## config.mk

```make
export PLATFORM = sky130hd
export DESIGN_NAME = midi_tx
export DESIGN_NICKNAME = d
export VERILOG_FILES = /design/src/rtl/midi_pkg.sv /design/src/rtl/midi_baud_gen.sv /design/src/rtl/midi_tx.sv
export SDC_FILE = /design/constraint.sdc
export NUM_CORES = 1
export LEC_CHECK = 0
export CORE_ASPECT_RATIO = 0.75
export CORE_MARGIN = 4
export CORE_UTILIZATION = 53
export DETAILED_ROUTE_END_ITERATION = 16
export PLACE_DENSITY = 0.78
export SETUP_SLACK_MARGIN = 0.02
export SLEW_MARGIN = 20
export SYNTH_ARGS = -nofsm -noshare
export SYNTH_HDL_FRONTEND = slang
export SYNTH_SLANG_ARGS = --single-unit
```

## constraint.sdc

```tcl
create_clock -name clk_i -period 1.7 [get_ports clk_i]
set_input_delay 0.255 -clock clk_i [delete_from_list [all_inputs] [get_ports clk_i]]
set_output_delay 0.255 -clock clk_i [all_outputs]
set_load 0.01 [all_outputs]
```

## src/rtl/midi_pkg.sv

```systemverilog
// Shared MIDI definitions: transmitter state encoding, bit rate and status-byte ranges.
`timescale 1ns/1ps
package midi_pkg;

    typedef enum logic [1:0] {
        IDLE,
        START,
        DATA,
        STOP
    } tx_state_e;

    localparam int         MIDI_BAUD  = 31250;
    localparam logic [7:0] STATUS_MIN = 8'h80;
    localparam logic [7:0] CHAN_MAX   = 8'hEF;
    localparam logic [7:0] SYSCOM_MAX = 8'hF7;
    localparam logic [7:0] RT_MIN     = 8'hF8;

    // Channel-voice status bytes are the only ones eligible for running status.
    function automatic logic is_chan_status(input logic [7:0] b);
        return (b >= STATUS_MIN) && (b <= CHAN_MAX);
    endfunction

    function automatic logic is_syscom(input logic [7:0] b);
        return (b > CHAN_MAX) && (b <= SYSCOM_MAX);
    endfunction

endpackage

```

## src/rtl/midi_baud_gen.sv

```systemverilog
// Bit-period timer: counts 0..CLKS_PER_BIT-1 and pulses bitTick_o on the last count.
`timescale 1ns/1ps
module midi_baud_gen #(
    parameter int CLKS_PER_BIT = 320
) (
    input  logic clk_i,
    input  logic nrst_i,
    input  logic clr_i,
    output logic bitTick_o
);

    localparam int               CW   = $clog2(CLKS_PER_BIT);
    localparam logic [CW-1:0]    LAST = CW'(CLKS_PER_BIT - 1);

    logic [CW-1:0] cnt_q, cnt_d;

    always_comb begin
        cnt_d     = cnt_q + 1'b1;
        bitTick_o = (cnt_q == LAST) && !clr_i;
        if (clr_i || (cnt_q == LAST)) begin
            cnt_d = '0;
        end
    end

    // NOTE: state registers use non-blocking assignments so every flop samples pre-edge values.
    always_ff @(posedge clk_i) begin
        if (!nrst_i) begin
            cnt_q <= '0;
        end else begin
            cnt_q <= cnt_d;
        end
    end

endmodule

```

## src/rtl/midi_tx.sv

```systemverilog
// MIDI 8N1 serial transmitter with valid/ready byte input.
// Optional running-status compression enabled by defining MIDI_TX_RUNNING_STATUS_EN.
`timescale 1ns/1ps
module midi_tx
    import midi_pkg::*;
#(
    parameter int CLK_HZ = 10_000_000,
    parameter int BAUD   = MIDI_BAUD
) (
    input  logic       clk_i,
    input  logic       nrst_i,
    input  logic [7:0] txByte_i,
    input  logic       txValid_i,
    output logic       txReady_o,
    output logic       txData_o,
    output logic       busy_o,
    output logic       suppressed_o
);

    // Integer division; the configuration must leave at least 2 clocks per bit.
    localparam int CLKS_PER_BIT = CLK_HZ / BAUD;

    tx_state_e  state_q, state_d;
    logic [7:0] shift_q, shift_d;
    logic [2:0] bit_idx_q, bit_idx_d;
    logic       txdata_q, txdata_d;
    logic       bit_tick;
    logic       xfer;
    logic       send;

    midi_baud_gen #(
        .CLKS_PER_BIT(CLKS_PER_BIT)
    ) u_baud_gen (
        .clk_i    (clk_i),
        .nrst_i   (nrst_i),
        .clr_i    (state_q == IDLE),
        .bitTick_o(bit_tick)
    );

    assign txReady_o = (state_q == IDLE);
    assign busy_o    = (state_q != IDLE);
    assign txData_o  = txdata_q;
    assign xfer      = txValid_i && txReady_o;

`ifdef MIDI_TX_RUNNING_STATUS_EN
    logic [8:0] last_status_q, last_status_d;
    logic       suppressed_q, suppressed_d;

    always_comb begin
        last_status_d = last_status_q;
        suppressed_d  = 1'b0;
        send          = xfer;
        if (xfer) begin
            if (is_chan_status(txByte_i)) begin
                if (last_status_q == {1'b1, txByte_i}) begin
                    send         = 1'b0;
                    suppressed_d = 1'b1;
                end else begin
                    last_status_d = {1'b1, txByte_i};
                end
            end else if (is_syscom(txByte_i)) begin
                last_status_d = '0;
            end
        end
    end

    always_ff @(posedge clk_i) begin
        if (!nrst_i) begin
            last_status_q <= '0;
            suppressed_q  <= 1'b0;
        end else begin
            last_status_q <= last_status_d;
            suppressed_q  <= suppressed_d;
        end
    end

    assign suppressed_o = suppressed_q;
`else
    assign send         = xfer;
    assign suppressed_o = 1'b0;
`endif

    always_comb begin
        state_d   = state_q;
        shift_d   = shift_q;
        bit_idx_d = bit_idx_q;
        case (state_q)
            IDLE: begin
                if (send) begin
                    state_d = START;
                    shift_d = txByte_i;
                end
            end
            START: begin
                if (bit_tick) begin
                    state_d   = DATA;
                    bit_idx_d = 3'd0;
                end
            end
            DATA: begin
                if (bit_tick) begin
                    shift_d   = shift_q >> 1;
                    bit_idx_d = bit_idx_q + 3'd1;
                    if (bit_idx_q == 3'd7) begin
                        state_d = STOP;
                    end
                end
            end
            STOP: begin
                if (bit_tick) begin
                    state_d = IDLE;
                end
            end
            default: state_d = IDLE;
        endcase

        // NOTE: the line is registered from the next state, so it is glitch-free and the start bit lands the cycle after transfer.
        case (state_d)
            START:   txdata_d = 1'b0;
            DATA:    txdata_d = shift_d[0];
            default: txdata_d = 1'b1;
        endcase
    end

    always_ff @(posedge clk_i) begin
        if (!nrst_i) begin
            state_q   <= IDLE;
            shift_q   <= '0;
            bit_idx_q <= '0;
            txdata_q  <= 1'b1;
        end else begin
            state_q   <= state_d;
            shift_q   <= shift_d;
            bit_idx_q <= bit_idx_d;
            txdata_q  <= txdata_d;
        end
    end

endmodule
```

==> impl_metrics.json <==
{
  "instances_no_fill": 167,
  "vdd_drop_max_mv": 0.8502,
  "core-area_mm2": 0.002014,
  "grt_start_max_net_pins": 15,
  "maxSlewViolCount": 0,
  "arrival_ns": 1.83,
  "drcViolationCount": 0,
  "fmax_ghz": 0.6352,
  "vias": 956,
  "antenna_cells": 0,
  "antenna_found_initial": 0,
  "viasPerCell": 5.725,
  "async_flop_share_pct": 0,
  "synth.cell_area_mm2": 0.001129,
  "powerDensity_mw_per_mm2": 710.6,
  "mostFrequentLayoutCell": "dfxtp_1",
  "io_pins": 15,
  "setup_viol": 0,
  "cts_max_level": 1,
  "rsz0062_at_grt": "no",
  "dieWidth_um": 61.29,
  "yosysTopAreaCellShare_pct": 40.80,
  "synth.avg_cell_area_um2": 8.817,
  "cts_sinks": 23,
  "period_share_pct": 92.60,
  "die_area_mm2": 0.002940,
  "cts-buffers-inserted": 3,
  "fin_setup_tns_ns": 0,
  "ys_seq_area_share_pct": 40.80,
  "drive_above_1_share_pct": 14.69,
  "grt_pass1_vias": 892,
  "wl_per_cell_um": 13.98,
  "synth_warnings": 0,
  "syn_to_final_growth_pct": 15.63,
  "hold_viol_final": 0,
  "fin_nets": 158,
  "synth-edff-count": 0,
  "p_leak_nw": 0.4990,
  "row_count": 14,
  "final_cell_mix": "dfxtp_1, nand3_1, a21oi_1",
  "p_total_uw": 927.3,
  "grt.total_usage_pct": 18.01,
  "drt_iter0_drc": 30,
  "synth_flop_cell": "dfxtp_1",
  "antenna_left": 0,
  "startpoint_type": "flop",
  "portBuffers": 13,
  "synth_top_cells_by_area": "dfxtp_1, nand3_1, xor2_1, a21oi_1, a32oi_1",
  "crit_required_ns": 1.95,
  "postCtsHoldBufs": 0,
  "dp.cells": 163,
  "ys_types": 34,
  "ys_ff_latch": 23,
  "syn_inst": 128,
  "clock-root-buffer": "clkbuf_4",
  "worstSetupPathType": "flop to flop",
  "initial_core_util_pct": 56.02,
  "clkTransAtPathRegs_ns": 0.13,
  "yosys.area.top_type": "dfxtp_1",
  "drt_pass1_iterations": 4,
  "skew_ns": 0.003696,
  "clkLatencyLatePin_ns": 0.31,
  "cts_buffer_depth": 2,
  "grt.overflow.total": 0,
  "dp_hpwl_um": 1656,
  "path_max_fanout": 11,
  "crit_path_end_kind": "flop",
  "drv_cap": 0,
  "drt_wl_total_um": 2335,
  "fin_crit_ns": 1.574,
  "gp_congestion": 0.7915,
  "hp-class": "flop to flop",
  "cts_tree": "done",
  "die_h_um": 47.97,
  "syn_nets": 142,
  "grt_pass1_wl_um": 3898,
  "status": "finished, final reports clean"
}
cell families after synthesis:
group,synth area share (%)
xor gates and xnor gates,6.209
AOI/OAI and AO/OA,15.85
buffers and inverters,8.203
and+or+nand+nor,23.95
other,0.3323
adders and majority gates,3.326
DFF,40.80
muxes,1.330
per-stage QoR:
stage / util [%] / setup slack (ns) / instance area, µm² / hold WS, ns
2_1_floorplan: - / 0.1259 / 1129 / 0.3955
3_3_place_gp: 62.73 / 0.1625 / 1264 / 0.4577
3_5_place_dp: 62.73 / 0.09967 / 1264 / 0.4651
4_1_cts: 64.29 / 0.02146 / 1295 / 0.4837
5_1_grt: 64.78 / 0.02068 / 1305 / 0.4891
6_report: 64.78 / 0.1257 / 1305 / 0.4646
report_power, final:
| part | switching, mW | internal (mW) |
|---|---|---|
| Clock | 0.170 | 0.0899 |
| Sequential | 0.0112 | 0.556 |
| Combinational | 0.0490 | 0.0513 |
cell type report:
type | count | area (µm²)
clock buffer | 3 | 22.52
clock inverter | 1 | 7.507
fill | 173 | 709.4
inverter | 4 | 15.01
multi-input combinational | 92 | 583.1
sequential | 23 | 462.9
tap | 24 | 30.03
timing repair buffer | 20 | 183.9
timing repair:
item	4_1_cts	5_1_grt
pin swaps	0	0
setup endpoints to repair	2	18
gates cloned	0	0
setup buffers	0	0
resized for setup	2	4
worst max-delay path: stages, from the launching register on:
cell and delay (ns):
dfxtp_2 0.39, ha_1 0.18, and4bb_2 0.25, and2_4 0.24
mux2_4 0.31, a31oi_1 0.15
sequential cells by signal, indices dropped and copies added, names as in the netlist:
| register | flops |
|---|---|
| u_baud_gen.cnt_q | 9 |
| shift_q | 8 |
| bit_idx_q | 3 |
| state_q | 2 |
| txData_o | 1 |
worst paths after layout:
path | end | start | slack (ns) | cells after the start
worst max-delay path | txData_o | u_baud_gen.cnt_q[0] | 0.13 | 5
worst min-delay path | u_baud_gen.cnt_q[0] | u_baud_gen.cnt_q[0] | 0.46 | 1
worst max register to register | txData_o | u_baud_gen.cnt_q[0] | 0.13 | 5
worst min register to register | u_baud_gen.cnt_q[0] | u_baud_gen.cnt_q[0] | 0.46 | 1
cell usage after synthesis (2+ instances only):
| library cell | instances |
|---|---|
| buf_4 | 2 |
| dfxtp_1 | 23 |
| a32oi_1 | 6 |
| inv_2 | 2 |
| and2_1 | 2 |
| nor2_1 | 11 |
| inv_1 | 2 |
| a32o_1 | 3 |
| buf_2 | 2 |
| nand2_1 | 9 |
| buf_6 | 3 |
| o21ai_0 | 2 |
| nand4_1 | 2 |
| a31oi_1 | 3 |
| ha_1 | 3 |
| nand3_1 | 18 |
| xor2_1 | 7 |
| a21oi_1 | 12 |
routing by layer:
layer | wire length (µm) | share of wire (%) | global-route usage, % | up-vias
li1 | - | - | - | 484
met3 | 102 | 4.4 | 5.930 | 4
met2 | 1165 | 50 | 31.43 | 17
met5 | 0 | 0 | 0 | -
met4 | 30 | 1.3 | 2.597 | 0
met1 | 1037 | 44 | 22.29 | 451
(Power assumes the default switching activity.)
